### config.mk
export PLATFORM = sky130hd
export DESIGN_NAME = pipeline_hazard_controller
export DESIGN_NICKNAME = d
export VERILOG_FILES = /design/src/rtl/pipeline_hazard_controller.sv
export SDC_FILE = /design/constraint.sdc
export NUM_CORES = 1
export LEC_CHECK = 0
export BUFFER_PORTS_ARGS = -buffer_cell sky130_fd_sc_hd__buf_2
export CORE_AREA = 2 2 70 72
export CTS_BUF_LIST = sky130_fd_sc_hd__clkbuf_4 sky130_fd_sc_hd__clkbuf_8
export CTS_CLUSTER_DIAMETER = 30
export CTS_CLUSTER_SIZE = 25
export DETAILED_ROUTE_END_ITERATION = 6
export DIE_AREA = 0 0 72 74
export PLACE_DENSITY = 0.85
export SYNTH_ARGS = -nofsm -noshare
export SYNTH_HDL_FRONTEND = slang
export SYNTH_SLANG_ARGS = --single-unit
### constraint.sdc
create_clock -name clk -period 2.1 [get_ports clk]
set_input_delay 0.42 -clock clk [delete_from_list [all_inputs] [get_ports clk]]
set_output_delay 0.42 -clock clk [all_outputs]
set_load 0.1 [all_outputs]
### src/rtl/pipeline_hazard_controller.sv
// pipeline_hazard_controller
// Central sequencer for pipeline control hazards: load-use stalls, taken-branch
// and jump redirects, and data-memory busy stalls. One registered FSM drives PC
// write-enable, PC source/target, IF/ID write-enable and the per-stage flushes.
// Every output is registered: a decision made on an edge is visible for the
// following cycle.
//
// Optional build macro HAZ_PERF_CNT_EN adds 16-bit saturating performance
// counters (branch redirects, jump redirects, cycles with pc_write low).

module pipeline_hazard_controller #(
  parameter int unsigned ADDR_W       = 32,
  parameter int unsigned REG_W        = 5,
  parameter int unsigned REDIRECT_CYC = 1
) (
  input  logic              clk,
  input  logic              rst_n,
  input  logic              id_jump,
  input  logic [ADDR_W-1:0] id_jump_target,
  input  logic              ex_branch,
  input  logic              ex_alu_zero,
  input  logic [ADDR_W-1:0] ex_branch_target,
  input  logic              ex_mem_read,
  input  logic [REG_W-1:0]  ex_rd,
  input  logic [REG_W-1:0]  id_rs1,
  input  logic [REG_W-1:0]  id_rs2,
  input  logic              mem_busy,
  output logic              pc_write,
  output logic [1:0]        pc_sel,
  output logic [ADDR_W-1:0] pc_target,
  output logic              if_id_write,
  output logic              if_flush,
  output logic              id_flush,
  output logic              ex_flush,
  output logic [1:0]        ctrl_state
`ifdef HAZ_PERF_CNT_EN
  ,
  output logic [15:0]       perf_branch_cnt,
  output logic [15:0]       perf_jump_cnt,
  output logic [15:0]       perf_stall_cnt
`endif
);

  typedef enum logic [1:0] {
    StRun      = 2'b00,
    StStall    = 2'b01,
    StRedirect = 2'b10,
    StMemWait  = 2'b11
  } state_e;

  localparam logic [1:0] PcSeq    = 2'b00;
  localparam logic [1:0] PcJump   = 2'b01;
  localparam logic [1:0] PcBranch = 2'b10;

  // Counter value after a redirect; the flushed window lasts REDIRECT_CYC cycles.
  localparam logic [2:0] CntInit = 3'(REDIRECT_CYC - 1);
  // Single-cycle redirects never enter the REDIRECT state.
  localparam state_e RedirNext = (REDIRECT_CYC > 1) ? StRedirect : StRun;

  state_e            state_q, state_d;
  logic [2:0]        cnt_q, cnt_d;

  logic              pc_write_q, pc_write_d;
  logic              if_id_write_q, if_id_write_d;
  logic [1:0]        pc_sel_q, pc_sel_d;
  logic [ADDR_W-1:0] pc_target_q, pc_target_d;
  logic              if_flush_q, if_flush_d;
  logic              id_flush_q, id_flush_d;
  logic              ex_flush_q, ex_flush_d;

  logic              taken;
  logic              loaduse;

  assign taken   = ex_branch & ex_alu_zero;
  assign loaduse = ex_mem_read & (ex_rd != '0) & ((ex_rd == id_rs1) | (ex_rd == id_rs2));

  // State and redirect counter register
  always_ff @(posedge clk or negedge rst_n) begin
    if (!rst_n) begin
      state_q <= StRun;
      cnt_q   <= 3'd0;
    end else begin
      state_q <= state_d;
      cnt_q   <= cnt_d;
    end
  end

  // Next-state logic; fixed priority mem_busy > branch > jump > load-use
  always_comb begin
    state_d = state_q;
    cnt_d   = cnt_q;
    unique case (state_q)
      StRun: begin
        if (mem_busy) begin
          state_d = StMemWait;
        end else if (taken || id_jump) begin
          state_d = RedirNext;
          cnt_d   = CntInit;
        end else if (loaduse) begin
          state_d = StStall;
        end
      end
      StStall: begin
        state_d = mem_busy ? StMemWait : StRun;
      end
      StRedirect: begin
        // mem_busy freezes the counter; the last flushed cycle is at count 0
        if (!mem_busy) begin
          if (cnt_q == 3'd0) begin
            state_d = StRun;
          end else begin
            cnt_d = cnt_q - 3'd1;
          end
        end
      end
      StMemWait: begin
        if (!mem_busy) begin
          state_d = StRun;
        end
      end
      default: begin
        state_d = StRun;
        cnt_d   = 3'd0;
      end
    endcase
  end

  // Next-output logic; outputs are registered below
  always_comb begin
    pc_write_d    = 1'b1;
    if_id_write_d = 1'b1;
    pc_sel_d      = PcSeq;
    pc_target_d   = pc_target_q;
    if_flush_d    = 1'b0;
    id_flush_d    = 1'b0;
    ex_flush_d    = 1'b0;
    unique case (state_q)
      StRun: begin
        if (mem_busy) begin
          pc_write_d    = 1'b0;
          if_id_write_d = 1'b0;
        end else if (taken) begin
          // Branch is older than the jump in ID, so it wins and flushes it
          pc_sel_d    = PcBranch;
          pc_target_d = ex_branch_target;
          if_flush_d  = 1'b1;
          id_flush_d  = 1'b1;
          ex_flush_d  = 1'b1;
        end else if (id_jump) begin
          pc_sel_d    = PcJump;
          pc_target_d = id_jump_target;
          if_flush_d  = 1'b1;
          id_flush_d  = 1'b1;
        end else if (loaduse) begin
          // Hold PC and IF/ID, insert a bubble into EX via id_flush
          pc_write_d    = 1'b0;
          if_id_write_d = 1'b0;
          id_flush_d    = 1'b1;
        end
      end
      StStall: begin
        if (mem_busy) begin
          pc_write_d    = 1'b0;
          if_id_write_d = 1'b0;
        end
      end
      StRedirect: begin
        if (mem_busy) begin
          pc_write_d    = 1'b0;
          if_id_write_d = 1'b0;
          if_flush_d    = if_flush_q;
          id_flush_d    = id_flush_q;
          ex_flush_d    = ex_flush_q;
        end else if (cnt_q != 3'd0) begin
          // Keep the originating flush pattern for the rest of the window
          if_flush_d = if_flush_q;
          id_flush_d = id_flush_q;
          ex_flush_d = ex_flush_q;
        end
      end
      StMemWait: begin
        if (mem_busy) begin
          pc_write_d    = 1'b0;
          if_id_write_d = 1'b0;
        end
      end
      default: begin
        pc_write_d    = 1'b1;
        if_id_write_d = 1'b1;
      end
    endcase
  end

  // Output register
  always_ff @(posedge clk or negedge rst_n) begin
    if (!rst_n) begin
      pc_write_q    <= 1'b1;
      if_id_write_q <= 1'b1;
      pc_sel_q      <= PcSeq;
      pc_target_q   <= '0;
      if_flush_q    <= 1'b0;
      id_flush_q    <= 1'b0;
      ex_flush_q    <= 1'b0;
    end else begin
      pc_write_q    <= pc_write_d;
      if_id_write_q <= if_id_write_d;
      pc_sel_q      <= pc_sel_d;
      pc_target_q   <= pc_target_d;
      if_flush_q    <= if_flush_d;
      id_flush_q    <= id_flush_d;
      ex_flush_q    <= ex_flush_d;
    end
  end

  assign pc_write    = pc_write_q;
  assign if_id_write = if_id_write_q;
  assign pc_sel      = pc_sel_q;
  assign pc_target   = pc_target_q;
  assign if_flush    = if_flush_q;
  assign id_flush    = id_flush_q;
  assign ex_flush    = ex_flush_q;
  assign ctrl_state  = state_q;

`ifdef HAZ_PERF_CNT_EN
  logic [15:0] perf_branch_q, perf_jump_q, perf_stall_q;
  logic        branch_acc, jump_acc;

  assign branch_acc = (state_q == StRun) & ~mem_busy & taken;
  assign jump_acc   = (state_q == StRun) & ~mem_busy & ~taken & id_jump;

  // Saturating event counters; stall counts each completed cycle with pc_write low
  always_ff @(posedge clk or negedge rst_n) begin
    if (!rst_n) begin
      perf_branch_q <= 16'd0;
      perf_jump_q   <= 16'd0;
      perf_stall_q  <= 16'd0;
    end else begin
      if (branch_acc && (perf_branch_q != 16'hFFFF)) begin
        perf_branch_q <= perf_branch_q + 16'd1;
      end
      if (jump_acc && (perf_jump_q != 16'hFFFF)) begin
        perf_jump_q <= perf_jump_q + 16'd1;
      end
      if (!pc_write_q && (perf_stall_q != 16'hFFFF)) begin
        perf_stall_q <= perf_stall_q + 16'd1;
      end
    end
  end

  assign perf_branch_cnt = perf_branch_q;
  assign perf_jump_cnt   = perf_jump_q;
  assign perf_stall_cnt  = perf_stall_q;
`endif

endmodule

==> impl_metrics.ini <==
[run_status]
outcome = finished, final reports clean

[grt]
grt_pass1_vias = 1800
grt_max_degree = 44
grt_overflow = 0
antenna_found_initial = 0
grt_first_pass_wirelength_mm = 7.610
grt.total_usage = 0.1842

[floorplan]
fp.dieH_um = 74
io_pins = 127
start_util = 0.4563
die_w_um = 72
rows = 25
dieArea_sq_um = 5328
core-area_sq_um = 4598

[clock_network]
clk_path_buf_depth = 2
clockRootBuffer = clkbuf_8
h-tree-depth = 2
cts.sinks = 43
worstSkewPairLatency_ns = 0.29
cts_resized = 0
post_cts_buffers = 0
clk_pin_slew_ns = 0.08
cts_hold_buf = 0
cts_made_buffers = 5
cts_tree = yes

[timing]
final_hold_viol_count = 0
max_clock_freq_mhz = 601.1
worstMarginPinSlew_ns = 0.5067
drv_slew = 0
relSlewSlack = 0.6645
skew_ns = 0.007449
setup_tns_ns = 0
min_period_over_period = 0.7923
rsz0062_at_grt = false
post-route-min-period_ns = 1.664
finalSetupViolations = 0

[routing]
drt-vias-per-instance = 4.961
drt_wl_total_mm = 4.868
vias = 1910
first_iter_violations = 62
first_pass_iters = 4
ant_nets = 0
drc = 0
routedWlPerCell_um = 12.64

[worst_setup_path]
cp_top_family = flip-flops
end_kind = output port
slowest_delay_ns = 0.54
cp-start-kind = flop
reg2reg_depth = 5
critPathBufInv = 1
critPathRequiredTime_ns = 1.68
rrSetupSlack_ns = 0.66
critical_path.max_fanout = 2
path_cells = buf_2
crit_slowest_cell = dfstp_2
crit_arrival_ns = 1.24
reg2reg_from = ctrl_state[0]$_DFFE_PN0P_
reg2reg_to = pc_target[14]$_DFFE_PN0P_
critical_path_class = reg2out

[place]
gp_congestion = 0.7476
hpwlAfterDp_mm = 3.886
port-buffer-count = 126

[finish]
antenna_cells = 0
syn_to_final_growth_pct = 39.12
layout-drive-gt1-share = 0.4320
final_cell_mix = buf_2 (126), dfrtp_1 (42), nand2_1 (38)
register_area_sq_um = 1077
final_common_cell = buf_2
nets = 418
multi_input_area_sq_um = 940.9
fill_cells = 378

[flow_run]
cap_violations = 0

[synthesis]
ys_warn_count = 0
synth_area_sq_um = 2098
syn_avg_cell_area_sq_um = 10.29
synth-seq-area-share = 0.5134
syn_inst = 204
ys_ff_latch = 43
ys_types = 31
synth_nets = 292

[min_path]
worstHoldPathType = in2async
-- cell type report --
type                       count  area share
clock buffer                   6     0.02615
timing repair buffer         130      0.2349
sequential                    43      0.3691
clock inverter                 2     0.02057
tap                           54     0.02315
inverter                       3    0.003858
multi-input combinational    147      0.3223
-- through the flow --
| step | setup WS [ns] | cells | utilization | cell area [sq um] | hold slack (ns) |
|---|---|---|---|---|---|
| detailed placement | 0.4920 | 377 | 0.6052 | 2783 | 0.4123 |
| CTS | 0.4290 | 385 | 0.6348 | 2919 | 0.09108 |
| global route | 0.4130 | 385 | 0.6348 | 2919 | 0.1089 |
| global placement | 0.6350 | 377 | 0.6052 | 2783 | 0.4085 |
| floorplan | 0.3188 | 204 | - | 2098 | 0.1244 |
| finish | 0.4363 | 385 | 0.6348 | 2919 | 0.09051 |
-- cells by family (layout without fill, tap and decap cells) --
kind of cell               Yosys count  in the layout  share of synthesized area
AOI/OAI and AO/OA                   42             42                     0.1109
xor gates and xnor gates            12             12                    0.05009
adders and majority gates            2              2                    0.01192
buffers and inverters               14            141                    0.03936
DFF                                 43             43                     0.5134
muxes                               32             32                     0.1527
and+or+nand+nor                     59             59                     0.1217
-- state kept, by name (all words and copies together) (netlist names) --
register and cells:
if_id_write 1, if_flush 1, pc_sel 2, id_flush 1, cnt_q 3, ex_flush 1, pc_target 32, ctrl_state 2
-- Yosys cell counts --
cell | number | share of area
buf_4 | 5 | 0.018
o21ai_1 | 3 | 0.0072
o21ai_2 | 1 | 0.0042
nor3_1 | 3 | 0.0072
buf_6 | 1 | 0.0054
ha_1 | 2 | 0.012
a21oi_1 | 2 | 0.0048
inv_1 | 3 | 0.0054
nand3_1 | 2 | 0.0048
nand2_1 | 38 | 0.068
nand4_1 | 1 | 0.0030
mux2i_1 | 32 | 0.15
dfrtp_1 | 42 | 0.50
or4_4 | 1 | 0.0054
xor2_1 | 11 | 0.046
nand2b_1 | 3 | 0.0089
nand2_2 | 1 | 0.0030
o31a_1 | 1 | 0.0042
buf_2 | 3 | 0.0072
nor2b_1 | 1 | 0.0030
a22oi_1 | 1 | 0.0036
clkbuf_1 | 2 | 0.0036
and3_1 | 1 | 0.0030
xnor2_1 | 1 | 0.0042
o31ai_1 | 3 | 0.011
dfstp_2 | 1 | 0.013
nor2_1 | 7 | 0.013
o21a_1 | 1 | 0.0036
or3_1 | 1 | 0.0030
o21ai_0 | 29 | 0.069
a21o_1 | 1 | 0.0036
-- layer usage --
metal,vias to the layer above,global-route usage,share of wire
li1,949,-,-
met1,862,0.2025,0.40
met2,91,0.3488,0.51
met3,8,0.04336,0.082
met4,0,0.06499,0.012
met5,-,0,0
-- worst max path at each step --
stage | startpoint | endpoint | slack [ns] | cells past startpoint
3_3_place_gp | ex_branch | pc_target[19]$_DFFE_PN0P_ | 0.63 | 5
4_1_cts | if_id_write$_DFF_PN1_ | if_id_write | 0.43 | 1
2_1_floorplan | ctrl_state[1]$_DFFE_PN0P_ | pc_target[0]$_DFFE_PN0P_ | 0.32 | 6
3_5_place_dp | ex_branch | pc_target[14]$_DFFE_PN0P_ | 0.49 | 5
5_1_grt | if_id_write$_DFF_PN1_ | pc_write | 0.41 | 1
6_report | if_id_write$_DFF_PN1_ | if_id_write | 0.44 | 1
Power is not shown: default switching activity piles up to over one toggle a cycle in this logic, so the estimate is an artifact.
